$ cat config.mk
export PLATFORM = sky130hd
export DESIGN_NAME = task_graph_sequencer
export DESIGN_NICKNAME = d
export VERILOG_FILES = /design/src/rtl/task_graph_sequencer.sv
export SDC_FILE = /design/constraint.sdc
export NUM_CORES = 1
export LEC_CHECK = 0
export CORE_UTILIZATION = 39
export CTS_BUF_LIST = sky130_fd_sc_hd__clkbuf_8
export DETAILED_ROUTE_END_ITERATION = 12
export GPL_ROUTABILITY_DRIVEN = 0
export PLACE_DENSITY = 0.61
export SLEW_MARGIN = 40
export SYNTH_ARGS = -nofsm -noshare
export SYNTH_HDL_FRONTEND = slang
export SYNTH_SLANG_ARGS = --single-unit
$ cat constraint.sdc
create_clock -name clk -period 2.35 [get_ports clk]
set_clock_uncertainty 0.05 [all_clocks]
set_input_delay 0.3525 -clock clk [delete_from_list [all_inputs] [get_ports clk]]
set_output_delay 0.3525 -clock clk [all_outputs]
set_load 0.1 [all_outputs]
$ cat src/rtl/task_graph_sequencer.sv
// Streams an NxN weight matrix row-major to task_mapper after a root pulse; first entry 2 cycles after start, GAP cycles apart.
// Holds entry and indices stable while task_ready is low; all outputs registered, no ready-to-valid path.
module task_graph_sequencer #(
    parameter int N   = 3,
    parameter int W   = 32,
    parameter int GAP = 2
) (
    input  logic                 clk,
    input  logic                 rst_b,
    input  logic                 cfg_we,
    input  logic [$clog2(N)-1:0] cfg_row,
    input  logic [$clog2(N)-1:0] cfg_col,
    input  logic [W-1:0]         cfg_wdata,
    output logic                 cfg_err,
    input  logic                 start,
    input  logic                 abort,
    output logic                 root_task,
    output logic [W-1:0]         task_array,
    output logic                 task_valid,
    input  logic                 task_ready,
    output logic [$clog2(N)-1:0] row_idx,
    output logic [$clog2(N)-1:0] col_idx,
    output logic                 busy,
    output logic                 done
);
    localparam int IW = $clog2(N);
    localparam int CW = (GAP > 2) ? $clog2(GAP) : 1;
    localparam logic [IW-1:0] LAST     = IW'(N - 1);
    localparam logic [CW-1:0] GAP_LOAD = (GAP > 1) ? CW'(GAP - 2) : '0;

    typedef enum logic [2:0] {S_IDLE, S_ROOT, S_SEND, S_GAPW, S_DONE} state_t;

    state_t          state_q;
    logic [W-1:0]    mem_q [N][N];
    logic [IW-1:0]   row_q, col_q;
    logic [IW-1:0]   row_d, col_d;
    logic [CW-1:0]   cnt_q;
    logic [W-1:0]    arr_q;
    logic            vld_q, root_q, busy_q, done_q, err_q;
    logic            hs, last_entry, wr_bad, wr_ok;

    always_comb begin
        hs         = (state_q == S_SEND) && task_ready;
        last_entry = (row_q == LAST) && (col_q == LAST);
        col_d      = (col_q == LAST) ? '0 : col_q + 1'b1;
        row_d      = (col_q == LAST) ? row_q + 1'b1 : row_q;
        // Writes outside IDLE or beyond the matrix are dropped and flagged.
        wr_bad     = cfg_we && ((state_q != S_IDLE) || (cfg_row > LAST) || (cfg_col > LAST));
        wr_ok      = cfg_we && !wr_bad;
    end

    always_ff @(posedge clk) begin
        if (rst_b) begin
            for (int r = 0; r < N; r++)
                for (int c = 0; c < N; c++)
                    mem_q[r][c] <= '0;
            state_q <= S_IDLE;
            row_q   <= '0;
            col_q   <= '0;
            cnt_q   <= '0;
            arr_q   <= '0;
            vld_q   <= 1'b0;
            root_q  <= 1'b0;
            busy_q  <= 1'b0;
            done_q  <= 1'b0;
            err_q   <= 1'b0;
        end else begin
            err_q  <= wr_bad;
            root_q <= 1'b0;
            done_q <= 1'b0;
            if (wr_ok)
                mem_q[cfg_row][cfg_col] <= cfg_wdata;

            if (abort) begin
                state_q <= S_IDLE;
                row_q   <= '0;
                col_q   <= '0;
                cnt_q   <= '0;
                arr_q   <= '0;
                vld_q   <= 1'b0;
                busy_q  <= 1'b0;
            end else begin
                case (state_q)
                    S_IDLE: begin
                        if (start) begin
                            state_q <= S_ROOT;
                            root_q  <= 1'b1;
                            busy_q  <= 1'b1;
                            row_q   <= '0;
                            col_q   <= '0;
                        end
                    end
                    S_ROOT: begin
                        // mem_q already holds a write that landed with start.
                        state_q <= S_SEND;
                        vld_q   <= 1'b1;
                        arr_q   <= mem_q[row_q][col_q];
                    end
                    S_SEND: begin
                        if (hs) begin
                            if (last_entry) begin
                                state_q <= S_DONE;
                                vld_q   <= 1'b0;
                                arr_q   <= '0;
                                busy_q  <= 1'b0;
                                done_q  <= 1'b1;
                                row_q   <= '0;
                                col_q   <= '0;
                            end else begin
                                row_q <= row_d;
                                col_q <= col_d;
                                if (GAP > 1) begin
                                    state_q <= S_GAPW;
                                    vld_q   <= 1'b0;
                                    arr_q   <= '0;
                                    cnt_q   <= GAP_LOAD;
                                end else begin
                                    arr_q <= mem_q[row_d][col_d];
                                end
                            end
                        end
                    end
                    S_GAPW: begin
                        if (cnt_q == '0) begin
                            state_q <= S_SEND;
                            vld_q   <= 1'b1;
                            arr_q   <= mem_q[row_q][col_q];
                        end else begin
                            cnt_q <= cnt_q - 1'b1;
                        end
                    end
                    S_DONE: begin
                        state_q <= S_IDLE;
                    end
                    default: begin
                        state_q <= S_IDLE;
                    end
                endcase
            end
        end
    end

    assign cfg_err    = err_q;
    assign root_task  = root_q;
    assign task_array = arr_q;
    assign task_valid = vld_q;
    assign row_idx    = row_q;
    assign col_idx    = col_q;
    assign busy       = busy_q;
    assign done       = done_q;

endmodule

# After elaboration in Yosys (flattened, before gate mapping)

Memories as Yosys holds them, arrays and structs flattened. A register that Yosys moved wholly into a read port is not among the register bits.
Index checks and enable logic that the tools add are counted.

$add $sub $neg: 3
Magnitude comparators: 5
Equal/unequal tests: 11
Multiplexer cells: 45
Bitwise logic cells: 5
Reductions and logical operators: 23

Operator list:

| kind                                                            | count |
|---|---|
| 96-bit 2-to-1 mux                                               | 3 |
| 32-bit 2-to-1 mux                                               | 5 |
| 32-bit case mux with 3 select lines                             | 1 |
| 96-bit OR reduction                                             | 1 |
| 32-bit binary-select mux with 2-bit select                      | 1 |
| 32-bit demux with 2-bit select                                  | 1 |
| 2-bit 2-to-1 mux                                                | 10 |
| 1-bit 2-to-1 mux                                                | 14 |
| 3-bit 2-to-1 mux                                                | 4 |
| 3-bit case mux with 4 select lines                              | 1 |
| 3-bit AND reduction                                             | 4 |
| 2-bit inequality test, second input constant                    | 5 |
| 2-bit case mux with 2 select lines                              | 2 |
| 4-bit AND reduction                                             | 2 |
| 3-bit by 2-bit == test with 1-bit output, second input constant | 2 |
| 3-bit greater-or-equal comparator, second input constant        | 2 |
| 2-bit inverter with 3-bit output                                | 2 |
| 3-bit nonzero test                                              | 2 |
| 1-bit logical AND                                               | 5 |
| 2-bit by 1-bit adder with 2-bit output, second input constant   | 2 |
| 2-bit == test, second input constant                            | 2 |
| 2-bit greater-than comparator, second input constant            | 2 |
| 1-bit case mux with 2 select lines                              | 2 |
| 2-bit nonzero test                                              | 2 |
| other kinds (12)                                                | 15 |

Register bits: 45
Bits in writable memories: 288
Input port bits: 42
Output and inout port bits: 41
Logic and storage cells: 103
Memories kept: 1

Memory list:

| name  | words | bits a word | rd ports | clocked after Yosys merged registers in | write ports | RTL line | RTL |
|---|---|---|---|---|---|---|---|
| mem_q | 3     | 96          | 1        | 1                                       | 3           | 34       | `logic [W-1:0] mem_q [N][N];` |

# Logic depth before layout (Yosys ltp)

Word-level depth: 11
Mapped depth: 7
Mapped depth without buffers: 4

# Least setup slack after synthesis

OpenSTA, ideal clock, no wires.

Path type: reg-to-reg
Start: register state_q[2]
End: memory mem_q[1][32] (netlist bit), enable pin
Library setup time: 0.394 ns
Data arrival time: 2.112 ns
Required time: 1.906 ns
Path slack: -0.206 ns
Stages on the path, launching flop included: 6
Buffers on the path: 1
Period minus slack after synthesis: 2.556 ns
Cell sequence: dfxtp_1 or3_1 buf_2 nor3_4 nand3_1 nand2b_1

RTL lines:

| what                   | RTL line | RTL |
|---|---|---|
| start, declared        | 33       | `state_t state_q;` |
| start signal, assigned | 57       | `state_q <= S_IDLE;` |
| start signal, assigned | 75       | `state_q <= S_IDLE;` |
| start signal, assigned | 86       | `state_q <= S_ROOT;` |
| end, declared          | 34       |  |

==> results by group <==
Status
  • Status: finished, final reports clean

Power and ir drop
  • Clock Power Share: 39.5%
  • Combinational Power Share: 5.1%
  • P_sw: 3.52 mW
  • Reg power frac: 55.4%
  • Leak Pwr: 7.89 nW
  • Peak VDD IR: 409 µV
  • PD cells: ~730 mW/mm²
  • Sw Ratio: 22.4%
  • Cell Int Power: between 10 and 15 mW
  • Design Power: 15.7 mW

Job
  • MaxCap Viol Count: 0

Cells and area
  • Layout Utilization: 49.2%
  • Nets: between 1000 and 1500
  • Area Overhead vs Synth: 23.6%
  • # diodes: 0
  • Layout Cells excl Fill: 2099
  • Layout cells sized above 1: 19.0%
  • Fillers: ~3800
  • Final instance area: approximately 0.021 mm²
  • Commonest non-fill, non-tap cell in the layout: edfxtp_1
  • Most frequent cells in the layout: edfxtp_1, nor2_1, mux2i_1

Setup path
  • Crit path max fanout: 25
  • R2r worst-path depth: 5
  • Crit path kind: reg -> reg
  • Crit path DAT: about 2500 ps
  • Worst R2R End: mem_q[0][37]
  • Required time of the critical path: 2580 ps
  • Reg-to-reg slack, setup: 120 ps
  • Reg-to-Reg Start: state_q[2]
  • Critical Path Start Type: flip-flop
  • CP Capture Type: flip-flop

Clock network
  • Post-CTS Resized: 0
  • Postcts setup bufs: 0
  • TritonCTS Buffers: 70
  • Clock transition at the registers of the reported paths: 60 ps
  • H-tree Lvls: 3
  • Post-cts hold buffer count: 0
  • Worst-skew pair later-pin latency: 610 ps
  • CTS tree: done
  • Longest Clk Path Bufs: 3
  • CTS Root Cell: clkbuf_8
  • CTS sink cnt: 430

Floorplan
  • Die width: 213 µm
  • I/O pin cnt: 83
  • FP Rows: 76
  • Initial core utilization: 39.8%
  • Die height: 213 µm
  • Placeable Area: around 0.043 mm²
  • Die ar.: 0.0452 mm²

Placed design
  • HPWL Detailed: between 20000 and 30000 µm
  • Placed cell area: 0.0200 mm²
  • DP Cell Count: 1969
  • Port Buffers: 82

Yosys
  • Synth Flop Type: edfxtp_1
  • Register bit total from synthesis: 430
  • Post-synth EDFFs: 384
  • Ys Warns: 0
  • Synth Cell Area: 0.0173 mm²
  • Synth Instances: 1183
  • Syn_area_per_cell: 14.6 µm²
  • FFs w/ async S/R, synth: 0%
  • Yosys cell types: 37
  • Seq/Total Area, Yosys: 72.0%

STA
  • Final setup fails: 0
  • Final Max Tran Viols: 0
  • Tmin final: 2230 ps
  • Hold Slack: slightly below 300 ps
  • Max Fclk: 0.449 GHz
  • Final period utilization: a little over nine tenths
  • Hold Fails Final Rpt: 0
  • RSZ-0062 raised after global routing: no

Global routing
  • Tot GR Track Use: 20.3%
  • Largest net degree at the start of global routing: 33
  • Global-route wire length before repair: ~67000 µm
  • Initial antenna violation count: 0
  • Overflow after GRT: 0
  • Vias in the first global route: 11063

Hold path
  • Hold Crit Depth: 3
  • Min-Delay Path Class: in -> reg
  • Hold Path Sink: root_task
  • Min-delay src: start

Route
  • WL final: 44200 µm
  • Average vias per placed instance: 5.06
  • Drt pass-1 iters: 5
  • 1st-iter DRT viols: about 750
  • # DRC: 0
  • Via count: 10616
  • WL/cell: 21.0 µm
  • Remaining antenna violation count: 0
## logic make-up after synthesis
kind of cell,Yosys count,synth area share (%)
compound gates,108,4.65
buf+inv,108,2.55
flops,430,72.0
mux,162,11.7
other cells,1,0.0217
simple gates,374,9.10
## state kept, by name, indices dropped and copies added (netlist names), named ones only
register	flops
task_array	32
state_q	3
col_idx	2
row_idx	2
mem_q	384
root_task	1
busy	1
done	1
task_valid	1
cfg_err	1
## critical path, stage by stage (launching register included)
cell and delay [ps]:
dfxtp_1 340, or3_1 520, nor4_2 370, nand3b_1 220
nand2b_2 160, buf_12 230
## worst max-delay path by stage
stage | start | end | slack, ps | cells after the start
after global routing | state_q[2] | mem_q[0][48] | 20 | 5
after floorplan | state_q[2] | mem_q[0][0] | -150 | 5
after global placement | cfg_col[0] | mem_q[1][10] | 20 | 7
after detailed placement | cfg_row[1] | mem_q[1][7] | 20 | 7
final | state_q[2] | mem_q[0][37] | 120 | 5
after CTS | state_q[2] | mem_q[0][51] | 110 | 5
## metal layers
layer	vias up	share of wire, %	GRT usage (%)
met4	0	2.7	7.49
met3	85	5.2	3.10
met1	5313	42	25.6
li1	4874	-	-
met5	-	0	0
met2	344	50	35.3
## power groups by stage
stage / clock [mW] / sequential (mW) / combinational [mW]
after detailed placement: 0 / 8.86 / 0.793
after CTS: 6.35 / 8.70 / 0.797
after floorplan: 0 / 8.89 / 0.327
final: 6.20 / 8.70 / 0.793
after global routing: 6.68 / 8.72 / 0.848
after global placement: 0 / 8.84 / 0.787
## cell usage after synthesis, drive strengths merged, types with 2 or more instances
library cell	number	area share, %
a22oi	96	4.2
edfxtp	384	67
or3	2	0.072
nor3	4	0.18
nand3	37	1.1
clkbuf	43	0.93
mux2i	129	7.5
a21oi	5	0.14
nor2b	6	0.22
o211ai	2	0.087
a31o	2	0.10
inv	34	0.74
nand3b	2	0.087
and3	3	0.11
nor2	234	5.1
nand2b	8	0.29
buf	31	0.88
nand2	70	1.5
dfxtp	46	5.3
mux4	32	4.2
## area by class of cell
| type | instances | area, µm² | share of cell area (%) |
|---|---|---|---|
| clock buffers | 81 | 1110 | 5.21 |
| clock inverters | 49 | 233 | 1.09 |
| inverters | 34 | 128 | 0.597 |
| multi-input cells | 740 | 4800 | 22.4 |
| flip-flops and latches | 430 | 12500 | 58.3 |
| well taps | 585 | 732 | 3.42 |
| repair buffers | 180 | 1920 | 8.97 |
## metrics by stage
stage,setup slack (ps),TNS [ps]
after floorplan,-147,-9380
after global placement,21.9,0
after detailed placement,16.8,0
after CTS,110,0
after global routing,24.0,0
final,122,0
(Power assumes the default switching activity.)
